File: src/rtl/rsqrt_arbiter_if.sv
`default_nettype none
`timescale 1ns/1ps
// +--------------------------------------------------------------------------+
// | rsqrt_arbiter_if                                                         |
// | Bundles the requester side and the Goldschmidt pipeline side of the      |
// | shared sqrt/rsqrt arbiter.                                               |
// |   slave  : arbiter view (requests, result consumption, pipeline results  |
// |            in; grants, held results, pipeline issue, status out)        |
// |   master : environment view (requesters plus the pipeline)              |
// | Revision: 1.0 - initial release                                          |
// +--------------------------------------------------------------------------+
interface rsqrt_arbiter_if #(
  parameter int N = 4,
  parameter int W = 32
);
  logic [N-1:0]   req_valid;
  logic [N-1:0]   req_ready;
  logic [N*W-1:0] req_in;
  logic [N*W-1:0] req_est;
  logic [N-1:0]   res_valid;
  logic [N-1:0]   res_ready;
  logic [N*W-1:0] res_sqrt;
  logic [N*W-1:0] res_rsqrt;
  logic           gs_start;
  logic [W-1:0]   gs_in;
  logic [W-1:0]   gs_est;
  logic           gs_valid;
  logic [W-1:0]   gs_sqrt;
  logic [W-1:0]   gs_rsqrt;
  logic [N-1:0]   inflight;
  logic           tag_err;

  modport slave (
    input  req_valid, req_in, req_est, res_ready, gs_valid, gs_sqrt, gs_rsqrt,
    output req_ready, res_valid, res_sqrt, res_rsqrt, gs_start, gs_in, gs_est,
           inflight, tag_err
  );

  modport master (
    output req_valid, req_in, req_est, res_ready, gs_valid, gs_sqrt, gs_rsqrt,
    input  req_ready, res_valid, res_sqrt, res_rsqrt, gs_start, gs_in, gs_est,
           inflight, tag_err
  );
endinterface
`default_nettype wire

File: src/rtl/rsqrt_arbiter.sv
`default_nettype none
`timescale 1ns/1ps
// +--------------------------------------------------------------------------+
// | rsqrt_arbiter                                                            |
// | Round-robin arbiter sharing one Goldschmidt sqrt/rsqrt pipeline among N  |
// | requesters, one operation in flight per requester. A tag shift register  |
// | matched to the pipeline latency returns each result to its issuer.       |
// | Ports:                                                                   |
// |   clk     : clock                                                        |
// |   resetn  : asynchronous active-low reset (shared with the pipeline)     |
// |   bus     : rsqrt_arbiter_if.slave (requester handshakes, held results, |
// |             pipeline issue/return, inflight flags, sticky tag_err)       |
// | Revision: 1.0 - initial release                                          |
// +--------------------------------------------------------------------------+
module rsqrt_arbiter #(
  parameter int N   = 4,
  parameter int IW  = 8,
  parameter int QW  = 24,
  parameter int LAT = 4
) (
  input  wire logic      clk,
  input  wire logic      resetn,
  rsqrt_arbiter_if.slave bus
);
  localparam int c_W   = IW + QW;
  localparam int c_IDW = (N > 1) ? $clog2(N) : 1;

  logic [N-1:0]     r_busy;
  logic [N-1:0]     r_res_valid;
  logic [c_IDW-1:0] r_ptr;
  logic [N*c_W-1:0] r_res_sqrt;
  logic [N*c_W-1:0] r_res_rsqrt;
  logic [LAT-1:0]   r_tag_v;
  logic [c_IDW-1:0] r_tag_id [LAT];
  logic             r_tag_err;

  logic [N-1:0]     w_elig;
  logic [N-1:0]     w_grant;
  logic [c_IDW-1:0] w_gnt_id;
  logic             w_gnt_any;
  logic [c_W-1:0]   w_gs_in;
  logic [c_W-1:0]   w_gs_est;
  logic [N-1:0]     w_res_hs;
  logic [N-1:0]     w_cap;
  logic             w_tail_v;
  logic [c_IDW-1:0] w_tail_id;

  // Round-robin search starting just after the last granted index. Busy
  // requesters are skipped, so a requester whose result is being consumed
  // this cycle is still ineligible; that also keeps res_ready out of the
  // grant path.
  always_comb begin
    logic [c_IDW-1:0] idx;
    idx       = '0;
    w_elig    = bus.req_valid & ~r_busy;
    w_grant   = '0;
    w_gnt_id  = '0;
    w_gnt_any = 1'b0;
    for (int k = 1; k <= N; k++) begin
      idx = c_IDW'((int'(r_ptr) + k) % N);
      if (resetn && !w_gnt_any && w_elig[idx]) begin
        w_gnt_any     = 1'b1;
        w_gnt_id      = idx;
        w_grant[idx]  = 1'b1;
      end
    end
  end

  // Operand mux: zero when nothing is granted.
  always_comb begin
    w_gs_in  = '0;
    w_gs_est = '0;
    for (int i = 0; i < N; i++) begin
      if (w_grant[i]) begin
        w_gs_in  = bus.req_in[i*c_W +: c_W];
        w_gs_est = bus.req_est[i*c_W +: c_W];
      end
    end
  end

  assign w_res_hs  = r_res_valid & bus.res_ready;
  assign w_tail_v  = r_tag_v[LAT-1];
  assign w_tail_id = r_tag_id[LAT-1];

  // A pipeline result is only accepted when the tag pipe agrees it is due.
  always_comb begin
    w_cap = '0;
    for (int i = 0; i < N; i++) begin
      w_cap[i] = w_tail_v && bus.gs_valid && (w_tail_id == c_IDW'(i));
    end
  end

  always_ff @(posedge clk or negedge resetn) begin
    if (!resetn) begin
      r_busy      <= '0;
      r_res_valid <= '0;
      r_ptr       <= c_IDW'(N - 1);
      r_res_sqrt  <= '0;
      r_res_rsqrt <= '0;
      r_tag_v     <= '0;
      r_tag_err   <= 1'b0;
      for (int s = 0; s < LAT; s++) begin
        r_tag_id[s] <= '0;
      end
    end else begin
      // Set and clear never hit the same requester in one cycle: a grant
      // needs ~busy, a result handshake needs res_valid which implies busy.
      r_busy      <= (r_busy | w_grant) & ~w_res_hs;
      r_res_valid <= (r_res_valid & ~w_res_hs) | w_cap;
      if (w_gnt_any) begin
        r_ptr <= w_gnt_id;
      end
      for (int i = 0; i < N; i++) begin
        if (w_cap[i]) begin
          r_res_sqrt[i*c_W +: c_W]  <= bus.gs_sqrt;
          r_res_rsqrt[i*c_W +: c_W] <= bus.gs_rsqrt;
        end
      end
      r_tag_v[0]  <= w_gnt_any;
      r_tag_id[0] <= w_gnt_id;
      for (int s = 1; s < LAT; s++) begin
        r_tag_v[s]  <= r_tag_v[s-1];
        r_tag_id[s] <= r_tag_id[s-1];
      end
      if (w_tail_v != bus.gs_valid) begin
        r_tag_err <= 1'b1;
      end
    end
  end

  assign bus.req_ready = w_grant;
  assign bus.gs_start  = w_gnt_any;
  assign bus.gs_in     = w_gs_in;
  assign bus.gs_est    = w_gs_est;
  assign bus.res_valid = r_res_valid;
  assign bus.res_sqrt  = r_res_sqrt;
  assign bus.res_rsqrt = r_res_rsqrt;
  assign bus.inflight  = r_busy;
  assign bus.tag_err   = r_tag_err;

endmodule
`default_nettype wire

File: src/flat_wrapper.sv
// flat-port wrapper written by rule: the top's interface ports become plain ports
module rsqrt_arbiter_flat 
#(
  parameter int N   = 4,
  parameter int IW  = 8,
  parameter int QW  = 24,
  parameter int LAT = 4
)
  (clk, resetn, bus_req_valid, bus_req_in, bus_req_est, bus_res_ready, bus_gs_valid, bus_gs_sqrt, bus_gs_rsqrt, bus_req_ready, bus_res_valid, bus_res_sqrt, bus_res_rsqrt, bus_gs_start, bus_gs_in, bus_gs_est, bus_inflight, bus_tag_err);
  rsqrt_arbiter_if #(.N(N), .W((IW + QW))) bus_i ();
  input  wire logic clk;
  input  wire logic resetn;
  input wire logic [$bits(bus_i.req_valid)-1:0] bus_req_valid;
  input wire logic [$bits(bus_i.req_in)-1:0] bus_req_in;
  input wire logic [$bits(bus_i.req_est)-1:0] bus_req_est;
  input wire logic [$bits(bus_i.res_ready)-1:0] bus_res_ready;
  input wire logic [$bits(bus_i.gs_valid)-1:0] bus_gs_valid;
  input wire logic [$bits(bus_i.gs_sqrt)-1:0] bus_gs_sqrt;
  input wire logic [$bits(bus_i.gs_rsqrt)-1:0] bus_gs_rsqrt;
  output wire logic [$bits(bus_i.req_ready)-1:0] bus_req_ready;
  output wire logic [$bits(bus_i.res_valid)-1:0] bus_res_valid;
  output wire logic [$bits(bus_i.res_sqrt)-1:0] bus_res_sqrt;
  output wire logic [$bits(bus_i.res_rsqrt)-1:0] bus_res_rsqrt;
  output wire logic [$bits(bus_i.gs_start)-1:0] bus_gs_start;
  output wire logic [$bits(bus_i.gs_in)-1:0] bus_gs_in;
  output wire logic [$bits(bus_i.gs_est)-1:0] bus_gs_est;
  output wire logic [$bits(bus_i.inflight)-1:0] bus_inflight;
  output wire logic [$bits(bus_i.tag_err)-1:0] bus_tag_err;
  assign bus_i.req_valid = bus_req_valid;
  assign bus_i.req_in = bus_req_in;
  assign bus_i.req_est = bus_req_est;
  assign bus_i.res_ready = bus_res_ready;
  assign bus_i.gs_valid = bus_gs_valid;
  assign bus_i.gs_sqrt = bus_gs_sqrt;
  assign bus_i.gs_rsqrt = bus_gs_rsqrt;
  assign bus_req_ready = bus_i.req_ready;
  assign bus_res_valid = bus_i.res_valid;
  assign bus_res_sqrt = bus_i.res_sqrt;
  assign bus_res_rsqrt = bus_i.res_rsqrt;
  assign bus_gs_start = bus_i.gs_start;
  assign bus_gs_in = bus_i.gs_in;
  assign bus_gs_est = bus_i.gs_est;
  assign bus_inflight = bus_i.inflight;
  assign bus_tag_err = bus_i.tag_err;
  rsqrt_arbiter #(.N(N), .IW(IW), .QW(QW), .LAT(LAT)) u_core (.clk(clk), .resetn(resetn), .bus(bus_i));
endmodule
File: config.mk
export PLATFORM = sky130hd
export DESIGN_NAME = rsqrt_arbiter_flat
export DESIGN_NICKNAME = d
export VERILOG_FILES = /design/src/rtl/rsqrt_arbiter_if.sv /design/src/rtl/rsqrt_arbiter.sv /design/src/flat_wrapper.sv
export SDC_FILE = /design/constraint.sdc
export NUM_CORES = 1
export LEC_CHECK = 0
export CAP_MARGIN = 30
export CORE_AREA = 2 2 256 258
export CTS_CLUSTER_DIAMETER = 80
export DETAILED_ROUTE_END_ITERATION = 12
export DIE_AREA = 0 0 258 260
export DONT_BUFFER_PORTS = 1
export PLACE_DENSITY = 0.38
export SLEW_MARGIN = 25
export SYNTH_ARGS = -nofsm -noshare
export SYNTH_HDL_FRONTEND = slang
export SYNTH_SLANG_ARGS = --single-unit
File: constraint.sdc
create_clock -name clk -period 3.5 [get_ports clk]
set_input_delay 0.7 -clock clk [delete_from_list [all_inputs] [get_ports clk]]
set_output_delay 0.7 -clock clk [all_outputs]
set_load 0.03 [all_outputs]
; After elaboration in Yosys (flattened, before gate mapping)
; Cells that the tools add are included.
[op_classes]
mux = 36
order_cmp = 8
bitwise_logic = 11
eq_ne = 4
n_reduce_logical = 20
n_addsub = 4
[ops]
columns = operator, n
row1 = $mux 32, 8
row2 = $or 4x4->4, 5
row3 = $and 4x4->4, 4
row4 = $logic_and 1x1->1, 16
row5 = $mux 4, 4
row6 = $lt 2x3->1 const B, 4
row7 = $mux 1, 12
row8 = $bmux 1 s2, 4
row9 = $demux 1 s2, 4
row10 = $ge 2x1->1 const B, 4
row11 = $mux 2, 4
row12 = $not 4->4, 2
row13 = $add 2x1->2 const B, 2
row14 = $add 2x2->2 const B, 2
row15 = $eq 2x2->1 const B, 2
row16 = $logic_not 1->1, 3
row17 = $eq 2x1->1 const B, 1
row18 = $logic_not 2->1, 1
row19 = $ne 1x1->1, 1
[totals]
word_cells = 100
out_inout_bits = 334
input_bits = 331
regBits = 279

; Longest topological paths before layout
[logic_depth]
depth_word = 22
depth_mapped = 13
mapped_depth_nobuf = 10

; Worst setup path before layout
; OpenSTA, ideal clock, no wires.
[synth_path]
path_type = reg-to-output
from = reg u_core.r_ptr[0]
to = out bus_gs_est[22]
path_stages_with_launch = 12
path_slack_ns = -0.641
arrival_ns = 3.441
required_ns = 2.800
n_path_buf = 2
path_cell_list = dfstp_2 -> buf_2 -> inv_1 -> ha_1 -> mux4_2 -> nor3_1 -> nor3_1 -> and3b_1 -> inv_2 -> clkbuf_1 -> nand2_1 -> a31oi_1
[synth_via]
elab_cells_between_ends = 56
cone_classes = add/sub (4) / order compare (8) / mux (27) / bitwise (3) / reduce/logical (14)
[synth_rtl]
columns = element, line
row1 = "start, declared", rsqrt_arbiter.sv:30  ; logic [c_IDW-1:0] r_ptr;
row2 = "start signal, assigned", rsqrt_arbiter.sv:97  ; r_ptr <= c_IDW'(N - 1);
row3 = "start signal, assigned", rsqrt_arbiter.sv:111  ; r_ptr <= w_gnt_id;
row4 = "parallel branches: the longest is 16 deep, another holds $lt 2x3->1", --
row5 = $mux 4 *, rsqrt_arbiter.sv:61  ; if (resetn && !w_gnt_any && w_elig[idx]) begin
row6 = via bus_req_ready[1], flat_wrapper.sv:20  ; output wire logic [$bits(bus_i.req_ready)-1:0] bus_req_ready;
row7 = $mux 32 * (3 in a row), rsqrt_arbiter.sv:74  ; if (w_grant[i]) begin
row8 = "end, declared", flat_wrapper.sv:26  ; output wire logic [$bits(bus_i.gs_est)-1:0] bus_gs_est;
; Mark *: on every way through the listed nets, which the timed path passes. The select of a mux whose other input is x is not followed.

; Worst setup path in the final report
[layout_path]
from = reg u_core.r_ptr[0]
to = out bus_gs_est[21]
[layout_via]
elab_chain_cells = 21
elab_cells_between_ends = 56
cone_classes = add/sub (4) / order compare (8) / mux (27) / bitwise (3) / reduce/logical (14)
[layout_lines]
columns = element, line
row1 = "parallel branches: the longest is 16 deep, another holds $lt 2x3->1", --
row2 = $mux 4 *, rsqrt_arbiter.sv:61
row3 = $mux 32 (3 in a row), rsqrt_arbiter.sv:74
row4 = $mux 32 *, rsqrt_arbiter.sv:74
; Every way passes the cells marked *. The select of a mux whose other input is x is not followed.

==> run summary <==
The source-to-sink clock delay at the later pin of the worst-skew pair is 0.58 ns. The final design utilization is 29.35%. The wire length reported by the detailed router is 55.97 mm.

The die outline area is 67,080 um2. The mean cell area of the mapped netlist came out at 12.03 um2. The number of clock buffers inserted by TritonCTS came out at 31. The placed cell area is 16,210 um2. The die is 258 um wide. The tightest slew margin relative to the limit is 56.34%. Derived from the worst setup path, the maximum achievable clock frequency is 228.7 MHz. The sequential cell area fraction in the yosys report came out at 51.52%. Hold timing on the final database bottoms out at a slack of -0.1870 ns. After layout, the worst path uses 125.0% of the clock period.

At the pin with the least slew margin, the transition time is 0.6465 ns. The total power density per cell area came out at 1169 nW/um2. The tightest min-delay check is of the in2async type. The vias after detailed routing came out at 10,180.

The number of global-route vias before repair came out at 10,800. The core region is 64,120 um2. The post-detailed-route DRC marker count is 0. The maximum clock insertion buffer count came out at 3. The fraction of synthesis flops using an asynchronous set or reset pin came out at 100.0%.

The number of iterations in the first detailed-routing pass came out at 5. The synthesized design contains 0 enable-type register cells. The gate count after technology mapping is 1,127. The final worst slack is -0.8733 ns. The layout net count came out at 1,605. The tree built by TritonCTS fans out to 279 sinks. The sum of internal, switching and leakage power is 22,000 uW.

The post-synth net total is 1,466. In this run the critical register-to-register path is captured at u_core.bus.inflight[3]. In this run the worst path has a maximum fanout of 7. The final reports fail on hold timing, setup timing. In this run the tool buffered the top-level ports with 0 buffer cells. The maximum clock skew at final layout came out at 0.01693 ns. The clock period minus worst slack is 4.373 ns. The first global-routing pass estimated 77.87 mm of wire. The arrival time of the worst setup path is 3.67 ns. The kind of end point of the critical path is an output pin. The final max-slew violation count is 0. The most used flip-flop cell after synthesis is dfrtp_1. The run finished, with violations left. The finished cells cover 18,820 um2. VDD sags by at most 616.2 uV. Setup violations remaining at the end of the flow were counted as 68.

The setup slack of the most critical reg-to-reg path came out at 0.23 ns. The synthesis-stage register bit count came out at 279. The initial core utilization came out at 21.14%.

The pre-CTS setup slack is -0.5138 ns. The number of antenna-violating nets in the routed design is 0. The tool flagged a number of max-cap violations equal to 0. The detail-routed net length per standard cell came out at 26.11 um. The sequential standard cell area is 6984 um2. The number of unique standard cell types used by synthesis is 46.

The count of fill cells added during filler insertion came out at 6,563. The startpoint of the worst-slack reg-to-reg timing path is u_core.r_ptr[0]. The total global routing track utilization is 15.51%. The cell area after synthesis is 13,560 um2.

The hold violation count in the final report came out at 277. The top-level port count came out at 665. Yosys printed 0 warnings. Setup repair after global routing could not meet its margin everywhere. In this run the core area contains 93 standard-cell rows.

The overall overflow remaining after global route came out at 0. The half-perimeter wire length after placement is 39.60 mm. The category of the most critical setup path is reg2out. The maximum number of pins on one net before global-route repair is 353. The most critical setup path has its endpoint at bus_gs_est[21]. The area growth from synthesis to layout is 38.83%. The required time of the worst setup path is 2.80 ns. The footprint of the multi-input gates came out at 7008 um2. The clock-pin slew of the registers on the worst-case setup and hold paths came out at 0.06 ns.

The number of antenna violations at the first check in global routing came out at 4. The total number of H-tree levels came out at 1. In this run the worst setup path begins at u_core.r_ptr[0]. The detailed-route vias per instance came out at 4.749. The congestion estimate from routability-driven global placement came to 0.8793. The root buffer selected by CTS is clkbuf_16. The worst setup path is launched from a flop. The die extent in y came out at 260 um. The DRC marker count from the first detailed-route iteration is 670. The reported leakage power is 0.008164 uW.

The TritonCTS clock tree is built. The number of cells on the worst reg-to-reg path came out at 16. The ratio of cells with drive above 1 in the final layout is 50.70%.
-- synthesized netlist by cell type, drive strengths merged, types with 2 or more instances --
master / n / area share, %
nand3b: 2 / 0.11
nor2b: 5 / 0.34
nand2: 79 / 2.2
nor3: 6 / 0.22
a211oi: 2 / 0.11
a22o: 2 / 0.13
nand3: 73 / 2.7
o221ai: 2 / 0.13
clkbuf: 53 / 1.5
and2: 2 / 0.092
inv: 76 / 2.1
dfrtp: 277 / 51
a31oi: 64 / 3.0
o21ai: 7 / 0.26
a21o: 3 / 0.17
mux2i: 64 / 4.7
ha: 8 / 0.74
mux2: 256 / 21
o22ai: 2 / 0.092
o311ai: 66 / 4.3
nand2b: 4 / 0.30
mux4: 3 / 0.50
a21oi: 9 / 0.33
nor2: 10 / 0.33
buf: 40 / 2.3
dfstp: 2 / 0.39
-- layout by cell type (no fill, tap or decap), drive strengths merged, types with 2 or more instances in the layout --
| cell type | instances |
|---|---|
| inv | 77 |
| ha | 8 |
| mux2 | 256 |
| mux4 | 3 |
| o21ai | 7 |
| nand3 | 73 |
| nand2b | 4 |
| and2 | 2 |
| diode | 3 |
| o311ai | 66 |
| bufinv | 3 |
| o22ai | 2 |
| a211oi | 2 |
| buf | 194 |
| o221ai | 2 |
| nor2b | 5 |
| nor3 | 6 |
| dfrtp | 277 |
| dfstp | 2 |
| mux2i | 64 |
| a21o | 3 |
| a31oi | 64 |
| clkbuf | 49 |
| clkinv | 3 |
| nand2 | 79 |
| nor2 | 10 |
| a21oi | 9 |
| a22o | 2 |
| nand3b | 2 |
-- critical path, stage by stage (launching register included) --
cell and delay [ns]:
dfstp_2 0.57, inv_6 0.04, ha_4 0.27, mux4_2 0.60, a22o_1 0.28, o31ai_4 0.27, buf_4 0.16, buf_12 0.14
buf_4 0.16, mux2i_2 0.31, a31oi_4 0.10, buf_12 0.16
-- kinds of logic (layout without fill, tap and decap cells) --
kind of cell / count (synthesis) / after routing / share of synthesized area (%)
compound gates: 163 / 163 / 8.889
fa+ha+maj: 8 / 8 / 0.7384
buf+inv: 169 / 328 / 5.852
flops: 279 / 279 / 51.52
mux: 323 / 323 / 26.49
other cells: 0 / 3 / 0
simple gates: 185 / 185 / 6.507
-- registers in the layout, summed over array words and instances (netlist names) --
name	count
u_core.r_ptr	2
u_core.bus.res_rsqrt	128
u_core.bus.tag_err	1
u_core.r_tag_id	6
u_core.bus.res_sqrt	128
u_core.w_tail_id	2
u_core.bus.inflight	4
u_core.r_tag_v	4
u_core.bus.res_valid	4
-- per-layer routing --
metal  up-vias  global-route usage (%)  wire (um)
met5         -                       0          0
met4         0                   5.459       2183
met3       107                   4.864       4998
met2       538                   28.23      28890
met1      5154                   16.91      19910
li1       4383                       -          -
-- metrics by stage --
stage	instances	hold slack [ns]	TNS, ns
after global placement	2050	0.3326	-17.86
after CTS	2132	-0.2221	-57.26
final	2144	-0.1870	-53.44
after global routing	2144	-0.2218	-61.36
after floorplan	1127	0.3312	-12.71
after detailed placement	2050	0.3347	-17.51
-- cell type report --
type / instances / share of cell area, %
antenna: 3 / 0.03989
clock buffer: 45 / 4.827
clock inverter: 8 / 0.7579
inverter: 76 / 1.609
multi-input combinational: 679 / 37.24
sequential: 279 / 37.11
tap: 855 / 5.684
timing repair buffer: 199 / 12.73
-- report_power, final --
group | leakage [uW] | internal (uW) | switching, uW
sequential | 0.00351 | 4700 | 4190
combinational | 0.00414 | 4780 | 4980
clock | 0.000513 | 2020 | 1330
-- how the worst min path moves through the flow --
stage / start / to / slack [ns] / depth (start not counted)
2_1_floorplan: u_core.r_tag_id[4] / u_core.r_tag_id[2] / 0.33 / 0
3_3_place_gp: u_core.r_tag_id[3] / u_core.w_tail_id[1] / 0.33 / 0
3_5_place_dp: u_core.r_tag_id[7] / u_core.r_tag_id[5] / 0.33 / 0
4_1_cts: resetn / u_core.bus.res_rsqrt[47] / -0.22 / 0
5_1_grt: resetn / u_core.bus.res_rsqrt[80] / -0.22 / 0
6_report: resetn / u_core.bus.res_rsqrt[47] / -0.19 / 0
-- repair_timing --
item / 4_1_cts / 5_1_grt
endpoints found under the setup margin: 68 / 68
setup buffers: 23 / 9
gates cloned: 8 / 4
gates resized for setup: 149 / 81
pin swaps: 40 / 24
hold endpoints to repair: 279 / 277
(Power assumes the default switching activity.)
